File: src/rtl/router_arbiter_rr_lock_if.sv
// Handshake bundle between input-side flit control and the output-port arbiter.
// master: flit control (drives request/head/tail); slave: the arbiter.
interface router_arbiter_rr_lock_if #(
   parameter int NUM_PORTS = 5
);
   localparam int ID_W = (NUM_PORTS > 1) ? $clog2(NUM_PORTS) : 1;

   logic [NUM_PORTS-1:0] request;
   logic                 forwarding_head;
   logic                 forwarding_tail;
   logic [NUM_PORTS-1:0] grant;
   logic                 grant_valid;
   logic                 locked;
   logic [ID_W-1:0]      owner_id;
   logic                 protocol_error;
   logic                 wdog_expired;

   modport master (
      output request, forwarding_head, forwarding_tail,
      input  grant, grant_valid, locked, owner_id, protocol_error, wdog_expired
   );

   modport slave (
      input  request, forwarding_head, forwarding_tail,
      output grant, grant_valid, locked, owner_id, protocol_error, wdog_expired
   );
endinterface

File: src/rtl/router_arbiter_rr_lock.sv
// N-input wormhole arbiter for a NoC router output port.
// Zero-latency least-recently-served grant (upper-triangle priority matrix),
// lock held on the owning port from head to tail, protocol error pulse.
// Optional lock watchdog enabled by defining ROUTER_ARB_LOCK_WDOG_EN.
module router_arbiter_rr_lock #(
   parameter int NUM_PORTS       = 5,
   parameter int MAX_LOCK_CYCLES = 256
) (
   input logic                      clk,
   input logic                      rst_n,
   router_arbiter_rr_lock_if.slave  arb_if
);
   localparam int ID_W  = (NUM_PORTS > 1) ? $clog2(NUM_PORTS) : 1;
   localparam int NPAIR = NUM_PORTS * (NUM_PORTS - 1) / 2;

   // Elaboration-time sanity on parameters.
   if (NUM_PORTS < 2 || NUM_PORTS > 16) begin : g_bad_ports
      $error("router_arbiter_rr_lock: NUM_PORTS out of range 2..16");
   end
   if (MAX_LOCK_CYCLES < 2) begin : g_bad_max
      $error("router_arbiter_rr_lock: MAX_LOCK_CYCLES must be >= 2");
   end

   // Flat offset of pair (i,j), i<j, in the upper-triangle store.
   function automatic int pidx(input int i, input int j);
      return i * NUM_PORTS - (i * (i + 1)) / 2 + (j - i - 1);
   endfunction

   logic [NPAIR-1:0]                      prio_q, prio_d;   // bit = P[i][j], i<j
   logic [NUM_PORTS-1:0][NUM_PORTS-1:0]   beats;            // beats[i][j] = i beats j
   logic [NUM_PORTS-1:0]                  req, gnt_free, gnt, owner_oh;
   logic                                  gv, head, tail;
   logic                                  locked_q, locked_d;
   logic [ID_W-1:0]                       owner_q, owner_d, gnt_idx, demote_idx;
   logic                                  perr_q, perr_d;
   logic                                  tail_ok, lock_set, demote, wdog_hit;

   assign req  = arb_if.request;
   assign head = arb_if.forwarding_head;
   assign tail = arb_if.forwarding_tail;

   // Full matrix view: lower triangle is the complement of the stored half.
   for (genvar i = 0; i < NUM_PORTS; i++) begin : g_row
      for (genvar j = 0; j < NUM_PORTS; j++) begin : g_col
         if (i < j) begin : g_up
            assign beats[i][j] = prio_q[pidx(i, j)];
         end else if (i > j) begin : g_lo
            assign beats[i][j] = ~prio_q[pidx(j, i)];
         end else begin : g_diag
            assign beats[i][j] = 1'b0;
         end
      end
   end

   // Unlocked grant: a requester wins if no other requester beats it.
   always_comb begin
      logic blk;
      gnt_free = '0;
      for (int i = 0; i < NUM_PORTS; i++) begin
         blk = 1'b0;
         for (int j = 0; j < NUM_PORTS; j++) blk = blk | (req[j] & beats[j][i]);
         gnt_free[i] = req[i] & ~blk;
      end
   end

   // Final grant: locked owner only (bubble if it drops its request).
   always_comb begin
      owner_oh          = '0;
      owner_oh[owner_q] = 1'b1;
      gnt               = locked_q ? (owner_oh & req) : gnt_free;
      gv                = locked_q ? req[owner_q] : (|req);
      gnt_idx           = '0;
      for (int i = 0; i < NUM_PORTS; i++) if (gnt[i]) gnt_idx = ID_W'(i);
   end

`ifdef ROUTER_ARB_LOCK_WDOG_EN
   localparam int CNT_W = $clog2(MAX_LOCK_CYCLES + 1);
   logic [CNT_W-1:0] cnt_q, cnt_d;
   logic             wdog_q;
`endif

   // Next-state decode: error detection, lock set/clear, priority demotion.
   always_comb begin
      perr_d   = (head & locked_q) | ((head | tail) & ~gv) | (tail & ~locked_q & ~head);
      tail_ok  = tail & gv & ~perr_d;
      lock_set = head & ~tail & gv & ~locked_q;
`ifdef ROUTER_ARB_LOCK_WDOG_EN
      // A legal tail in the expiry cycle wins: plain unlock, no expiry.
      wdog_hit = locked_q & (cnt_q == CNT_W'(MAX_LOCK_CYCLES - 1)) & ~tail_ok;
`else
      wdog_hit = 1'b0;
`endif
      demote     = tail_ok | wdog_hit;
      demote_idx = locked_q ? owner_q : gnt_idx;

      locked_d = locked_q;
      if (lock_set) locked_d = 1'b1;
      if (locked_q & (tail_ok | wdog_hit)) locked_d = 1'b0;

      owner_d = owner_q;
      if (head & gv & ~locked_q) owner_d = gnt_idx;

      prio_d = prio_q;
      for (int i = 0; i < NUM_PORTS; i++) begin
         for (int j = i + 1; j < NUM_PORTS; j++) begin
            if (demote && demote_idx == ID_W'(i)) prio_d[pidx(i, j)] = 1'b0;
            else if (demote && demote_idx == ID_W'(j)) prio_d[pidx(i, j)] = 1'b1;
         end
      end
`ifdef ROUTER_ARB_LOCK_WDOG_EN
      cnt_d = (locked_q & locked_d) ? cnt_q + 1'b1 : '0;
`endif
   end

   // State registers; reset gives port 0 highest, unlocked, owner 0.
   always_ff @(posedge clk or negedge rst_n) begin
      if (!rst_n) begin
         prio_q   <= '1;
         locked_q <= 1'b0;
         owner_q  <= '0;
         perr_q   <= 1'b0;
`ifdef ROUTER_ARB_LOCK_WDOG_EN
         cnt_q    <= '0;
         wdog_q   <= 1'b0;
`endif
      end else begin
         prio_q   <= prio_d;
         locked_q <= locked_d;
         owner_q  <= owner_d;
         perr_q   <= perr_d;
`ifdef ROUTER_ARB_LOCK_WDOG_EN
         cnt_q    <= cnt_d;
         wdog_q   <= wdog_hit;
`endif
      end
   end

   assign arb_if.grant          = gnt;
   assign arb_if.grant_valid    = gv;
   assign arb_if.locked         = locked_q;
   assign arb_if.owner_id       = owner_q;
   assign arb_if.protocol_error = perr_q;
`ifdef ROUTER_ARB_LOCK_WDOG_EN
   assign arb_if.wdog_expired   = wdog_q;
`else
   assign arb_if.wdog_expired   = 1'b0;
`endif

`ifndef SYNTHESIS
   // Structural invariants of the grant and the priority matrix.
   a_onehot0 : assert property (@(posedge clk) disable iff (!rst_n) $onehot0(gnt));
   a_subset  : assert property (@(posedge clk) disable iff (!rst_n) (gnt & ~req) == '0);
   a_owner   : assert property (@(posedge clk) disable iff (!rst_n)
                                 locked_q |-> ((gnt & ~owner_oh) == '0));
   for (genvar i = 0; i < NUM_PORTS; i++) begin : g_as_r
      for (genvar j = i + 1; j < NUM_PORTS; j++) begin : g_as_c
         a_anti : assert property (@(posedge clk) disable iff (!rst_n)
                                   beats[i][j] != beats[j][i]);
      end
   end
`endif
endmodule

File: src/flat_wrapper.sv
// flat-port wrapper written by rule: the top's interface ports become plain ports
module router_arbiter_rr_lock_flat 
#(
   parameter int NUM_PORTS       = 5,
   parameter int MAX_LOCK_CYCLES = 256
)
  (clk, rst_n, arb_if_request, arb_if_forwarding_head, arb_if_forwarding_tail, arb_if_grant, arb_if_grant_valid, arb_if_locked, arb_if_owner_id, arb_if_protocol_error, arb_if_wdog_expired);
  router_arbiter_rr_lock_if #(.NUM_PORTS(NUM_PORTS)) arb_if_i ();
  input logic clk;
  input logic rst_n;
  input wire logic [$bits(arb_if_i.request)-1:0] arb_if_request;
  input wire logic [$bits(arb_if_i.forwarding_head)-1:0] arb_if_forwarding_head;
  input wire logic [$bits(arb_if_i.forwarding_tail)-1:0] arb_if_forwarding_tail;
  output wire logic [$bits(arb_if_i.grant)-1:0] arb_if_grant;
  output wire logic [$bits(arb_if_i.grant_valid)-1:0] arb_if_grant_valid;
  output wire logic [$bits(arb_if_i.locked)-1:0] arb_if_locked;
  output wire logic [$bits(arb_if_i.owner_id)-1:0] arb_if_owner_id;
  output wire logic [$bits(arb_if_i.protocol_error)-1:0] arb_if_protocol_error;
  output wire logic [$bits(arb_if_i.wdog_expired)-1:0] arb_if_wdog_expired;
  assign arb_if_i.request = arb_if_request;
  assign arb_if_i.forwarding_head = arb_if_forwarding_head;
  assign arb_if_i.forwarding_tail = arb_if_forwarding_tail;
  assign arb_if_grant = arb_if_i.grant;
  assign arb_if_grant_valid = arb_if_i.grant_valid;
  assign arb_if_locked = arb_if_i.locked;
  assign arb_if_owner_id = arb_if_i.owner_id;
  assign arb_if_protocol_error = arb_if_i.protocol_error;
  assign arb_if_wdog_expired = arb_if_i.wdog_expired;
  router_arbiter_rr_lock #(.NUM_PORTS(NUM_PORTS), .MAX_LOCK_CYCLES(MAX_LOCK_CYCLES)) u_core (.clk(clk), .rst_n(rst_n), .arb_if(arb_if_i));
endmodule
File: config.mk
export PLATFORM = sky130hd
export DESIGN_NAME = router_arbiter_rr_lock_flat
export DESIGN_NICKNAME = d
export VERILOG_FILES = /design/src/rtl/router_arbiter_rr_lock_if.sv /design/src/rtl/router_arbiter_rr_lock.sv /design/src/flat_wrapper.sv
export SDC_FILE = /design/constraint.sdc
export NUM_CORES = 1
export LEC_CHECK = 0
export CAP_MARGIN = 20
export CELL_PAD_IN_SITES_DETAIL_PLACEMENT = 1
export CELL_PAD_IN_SITES_GLOBAL_PLACEMENT = 1
export CORE_AREA = 4 4 48 71
export DETAILED_ROUTE_END_ITERATION = 16
export DIE_AREA = 0 0 52 75
export PLACE_DENSITY = 0.82
export SYNTH_ARGS = -nofsm -noshare
export SYNTH_HDL_FRONTEND = slang
export SYNTH_SLANG_ARGS = --single-unit
File: constraint.sdc
create_clock -name clk -period 2.6 [get_ports clk]
set_input_delay 0.52 -clock clk [delete_from_list [all_inputs] [get_ports clk]]
set_output_delay 0.52 -clock clk [all_outputs]
set_load 0.01 [all_outputs]
---- Word-level counts from Yosys, hierarchy flattened ----
Index checks and enable logic that the tools add are counted.
word-level totals
  flip-flop bits (word level) ............. 15
  input bits .............................. 9
  output and inout bits ................... 12
  word-level logic and storage cells ...... 141
operators by class
  order comparisons ....................... 2
  eq/ne operators ......................... 4
  mux-type cells .......................... 27
  bitwise operators ....................... 76
  reductions and logical operators ........ 19
operator list
  kind                  number
  $and A1 B1 Y1         37
  $reduce_bool A2 Y1    11
  $mux W1               20
  $not A1 Y1            20
  $or A1 B1 Y1          18
  $eq A3 B2 Y1 const B  2
  $logic_and A1 B1 Y1   6
  $mux W3               2
  $and A5 B5 Y5         1
  $mux W5               1
  $reduce_or A5 Y1      1
  $lt A3 B4 Y1 const B  1
  $mux W2               2
  $bmux W1 S3           1
  $demux W1 S3          1
  $eq A3 B1 Y1 const B  1
  $eq A3 B3 Y1 const B  1
  $ge A3 B1 Y1 const B  1
  $logic_not A3 Y1      1

---- Logic depth before layout (Yosys ltp) ----
  depth after elaboration ................. 17
  gate-level depth with buffers ........... 7
  depth with buffers taken out ............ 6

---- Least setup slack after synthesis ----
Ideal clock, no wire load.
  path kind ............................... reg-to-reg
  from .................................... register u_core.locked_q (netlist: u_core.arb_if.locked)
  to ...................................... register u_core.prio_q[2]
  setup time .............................. 0.079 ns
  data arrival time ....................... 1.826 ns
  data required time ...................... 2.521 ns
  path slack .............................. 0.695 ns
  cell stages (with the launch flop) ...... 7
  path buffers ............................ 0
  period minus slack after synthesis ...... 1.905 ns
  cell sequence ........................... dfrtp_1 -> nor2b_1 -> and2_4 -> a32o_2 -> o311a_4 -> nand2b_4 -> a22o_1
on the way
  elaborated cells between the ends (all ways) .. 24
  those cells by class .................... 1 x eq/ne; 8 x mux; 11 x bitwise; 4 x reduce/logical
RTL lines
  item                                                                   line                                                          source
  from (decl)                                                            router_arbiter_rr_lock.sv:33                                  logic locked_q, locked_d;
  from (signal assigned)                                                 router_arbiter_rr_lock.sv:128                                 locked_q <= locked_d;
  $mux W5 *                                                              router_arbiter_rr_lock.sv:70                                  gnt = locked_q ? (owner_oh & req) : gnt_free;
  via arb_if_grant[3]                                                    flat_wrapper.sv:14                                            output wire logic [$bits(arb_if_i.grant)-1:0] arb_if_grant;
  $mux W2 *                                                              router_arbiter_rr_lock.sv:73                                  for (int i = 0; i < NUM_PORTS; i++) if (gnt[i]) gnt_idx = ID_W'(i);
  $mux W3 *                                                              router_arbiter_rr_lock.sv:73
  $mux W3 *                                                              router_arbiter_rr_lock.sv:94                                  demote_idx = locked_q ? owner_q : gnt_idx;
  $eq A3 B2 Y1 / $logic_not A3 Y1 (equally long branches)                router_arbiter_rr_lock.sv:107, router_arbiter_rr_lock.sv:106
  $logic_and A1 B1 Y1, on equally long branches                          router_arbiter_rr_lock.sv:107, router_arbiter_rr_lock.sv:106
  $reduce_bool A2 Y1 (no source line) / $mux W1 (equally long branches)  -
  to (signal assigned)                                                   router_arbiter_rr_lock.sv:127                                 prio_q <= prio_d;
  to (decl)                                                              router_arbiter_rr_lock.sv:29                                  logic [NPAIR-1:0] prio_q, prio_d;
Mark *: on every way through the listed nets, which the timed path passes. The rest lies on a longest branch.
A chain may end at the register's enable or synchronous reset.

---- Worst setup path in the final report ----
  from .................................... input arb_if_request[2]
  to ...................................... output arb_if_grant_valid
on the way
  cells in the longest elaborated chain, start to end .. 3
  elaborated cells between the ends (all ways) .. 4
  those cells by class .................... 3 x mux; 1 x reduce/logical
ends and longest elaborated chain
  item                           line                          source
  from (decl)                    flat_wrapper.sv:11            input wire logic [$bits(arb_if_i.request)-1:0] arb_if_request;
  $bmux W1 S3                    router_arbiter_rr_lock.sv:71  gv = locked_q ? req[owner_q] : (|req);
  $mux W1 (implied by the code)  router_arbiter_rr_lock.sv:71
  $mux W1 *                      router_arbiter_rr_lock.sv:71
  to (decl)                      flat_wrapper.sv:15            output wire logic [$bits(arb_if_i.grant_valid)-1:0] arb_if_grant_valid;
Every way passes the cells marked *; elsewhere a longest branch is shown, timed or not. The select of a mux whose other input is x is not followed.

==> load_flow_metrics.sql <==
INSERT INTO impl_metrics (metric_group, metric, value, unit) VALUES
('status', 'status', 'finished clean', ''),
('layout', 'layoutNonFillerInstCount', '183', ''),
('layout', 'final_common_cell', 'buf_4', ''),
('sta', 'setup-tns-final', '0', 'ps'),
('layout', 'final_area', '1420', 'um2'),
('worst_hold_path', 'hold_path_class', 'flop to flop', ''),
('place', 'numPlacedInstances', '177', ''),
('synthesis', 'synth_seq_area_share', '38.3', '%'),
('route', 'drt-met1-wl', '1240', 'um'),
('floorplan', 'fp.dieArea', '3900', 'um2'),
('critical_path', 'critical_path.startpoint_type', 'primary input', ''),
('sta', 'final.min_clock_period', '2450', 'ps'),
('sta', 'maxSlewHeadroom', '49.3', '%'),
('synthesis', 'post-synth-top-area-fraction', '26.0', '%'),
('route', 'post_drt_wl_per_cell', '19.5', 'um'),
('synthesis', 'synth-seq-cells', '15', ''),
('power_and_ir_drop', 'power.combinational.fraction', '55.1', '%'),
('synthesis', 'synth_area', '1010', 'um2'),
('power_and_ir_drop', 'share_of_power_burned_in_the_clock_network', '12.6', '%'),
('synthesis', 'yosys_top_cell_by_area', 'dfstp_2', ''),
('floorplan', 'floorplan.initialDensity', '35.5', '%'),
('route', 'postRouteWirelength', '3570', 'um'),
('route', 'first_pass_detailed_route_iteration_total', '4', ''),
('sta', 'fin_ws', '153', 'ps'),
('synthesis', 'avgSynthCellArea', '9.55', 'um2'),
('synthesis', 'ys_warn_count', '0', ''),
('synthesis', 'synth_fp_nets', '115', ''),
('critical_path', 'crit_fanout', '5', ''),
('place', 'detailed_place.area', '1360', 'um2'),
('global_route', 'grt_start_max_net_pins', '16', ''),
('global_route', 'grt_util_all_layers', '19.4', '%'),
('floorplan', 'core_area', '2850', 'um2'),
('global_route', 'grt_antenna_before_repair', '0', ''),
('synthesis', 'netlist_instances', '106', ''),
('layout', 'layout_common_cells', 'buf_4, nand2_1, inv_1, dfstp_2', ''),
('sta', 'hold_viol', '0', ''),
('global_route', 'vias_in_the_first_global_route', '1123', ''),
('route', 'initialDrtViolationCount', '44', ''),
('sta', 'timing.final.max_slew_violations', '0', ''),
('sta', 'post-route-period-util', '94.1', '%'),
('clock_tree', 'master_cell_of_the_clock_root_buffer', 'clkbuf_8', ''),
('layout', 'drive_above_1_share', '34.7', '%'),
('clock_tree', 'bufs_on_longest_clock_path', '2', ''),
('clock_tree', 'post_cts_hold_buffer_count', '0', ''),
('route', 'met2WireLength', '2040', 'um'),
('route', 'drc_violations_left', '0', ''),
('critical_path', 'slowest_stage', 'mux4_2', ''),
('critical_path', 'critical_path_arrival', '1930', 'ps'),
('flow_run', 'drv_cap', '0', ''),
('place', 'gp_routability_congestion', '0.879', ''),
('power_and_ir_drop', 'internal-power', '0.907', 'mW'),
('route', 'antenna_left', '0', ''),
('power_and_ir_drop', 'total_power', '1.53', 'mW'),
('global_route', 'grt_overflow_total', '0', ''),
('sta', 'timing.hold.ws', '507', 'ps'),
('clock_tree', 'clock_latency', '250', 'ps'),
('route', 'vias', '1045', ''),
('sta', 'clock_skew', '1.47', 'ps'),
('global_route', 'grt_pass1_wl', '5440', 'um'),
('layout', 'antenna_cells', '0', ''),
('route', 'via_per_inst', '5.71', ''),
('clock_tree', 'clock_sinks', '15', ''),
('route', 'route.met3.wl', '109', 'um'),
('power_and_ir_drop', 'power.share.switching', '40.7', '%'),
('critical_path', 'critical_path.cell_chain', 'dlygate4sd2_1 -> mux4_2 -> nand2b_4 -> nand2_1 -> o21ai_0 -> nand2_1 -> dlygate4sd2_1', ''),
('place', 'place_worst_setup_slack', '-332', 'ps'),
('synthesis', 'async_reset_ff_share', '100', '%'),
('synthesis', 'synth_cell_types', '45', ''),
('sta', 'rsz_0062_raised_after_global_routing', 'no', ''),
('floorplan', 'fp.dieW', '52', 'um'),
('power_and_ir_drop', 'power.ir.vdd_worst', '514', 'uV');
[synthesized netlist by cell type, types with 2 or more instances]
cell type and number:
nand2b_1 4, nor3_1 2, o2bb2ai_1 2, o21ai_0 5, dfrtp_1 5, nor2b_1 2
nand3b_1 2, a21oi_1 3, clkbuf_1 2, nor2_1 4, a222oi_1 4, a21o_1 4
buf_4 2, inv_1 11, o21a_1 2, dfstp_2 10, nand2_1 14
[layout make-up]
type,instances,area [um2]
timing repair buffer,38,315
multi-input combinational,75,577
inverter,12,45.0
fill,349,1430
sequential,15,388
clock buffer,4,45.0
tap,39,48.8
[power groups by stage]
stage	clock network (mW)	logic (mW)	registers (mW)
after floorplan	0	0.484	0.464
after global placement	0	0.770	0.487
after detailed placement	0	0.824	0.494
after CTS	0.202	0.830	0.494
after global routing	0.209	0.915	0.508
final	0.193	0.843	0.494
[sequential cells by signal, summed over array words and instances, names as in the netlist]
| name | count |
|---|---|
| u_core.arb_if.locked | 1 |
| u_core.arb_if.owner_id | 3 |
| u_core.arb_if.protocol_error | 1 |
| u_core.prio_q | 10 |
[critical path, delay by kind of cell]
kind,cells,cell delay [ps]
muxes,1,530
and+or+nand+nor,3,220
AOI/OAI and AO/OA,1,80
buffers and inverters,2,580
[metal layers]
layer,vias to the layer above,GRT usage (%)
li1,467,-
met1,529,17.5
met2,33,39.6
met3,16,2.57
met4,0,10.8
met5,-,0
[worst paths after layout]
kind                                                  start                                      to  slack, ps  cells after the start
max                                       arb_if_request[2]                      arb_if_grant_valid        150                      7
min                            u_core.prio_q[0]$_DFFE_PN1P_            u_core.prio_q[0]$_DFFE_PN1P_        510                      1
max reg2reg                u_core.arb_if.locked$_DFFE_PN0P_            u_core.prio_q[2]$_DFFE_PN1P_        370                      8
min reg2reg                    u_core.prio_q[0]$_DFFE_PN1P_            u_core.prio_q[0]$_DFFE_PN1P_        510                      1
max in group asynchronous                             rst_n   u_core.arb_if.owner_id[1]$_DFFE_PN0P_       1410                      1
min in group asynchronous                             rst_n  u_core.arb_if.protocol_error$_DFF_PN0_        720                      1
[repair_timing]
| item | 4_1_cts | 5_1_grt |
|---|---|---|
| setup buffers | 2 | 0 |
| resized for setup | 16 | 4 |
| endpoints found under the setup margin | 6 | 6 |
| pin swaps | 3 | 4 |
[cells by family (layout without fill, tap and decap cells)]
| family | Yosys count | after routing | synth area share (%) |
|---|---|---|---|
| simple gates | 37 | 37 | 21.6 |
| compound gates | 35 | 35 | 29.7 |
| buf+inv | 16 | 54 | 6.67 |
| flops | 15 | 15 | 38.3 |
| mux | 2 | 2 | 3.34 |
| other cells | 1 | 1 | 0.370 |
(Power assumes the default switching activity.)
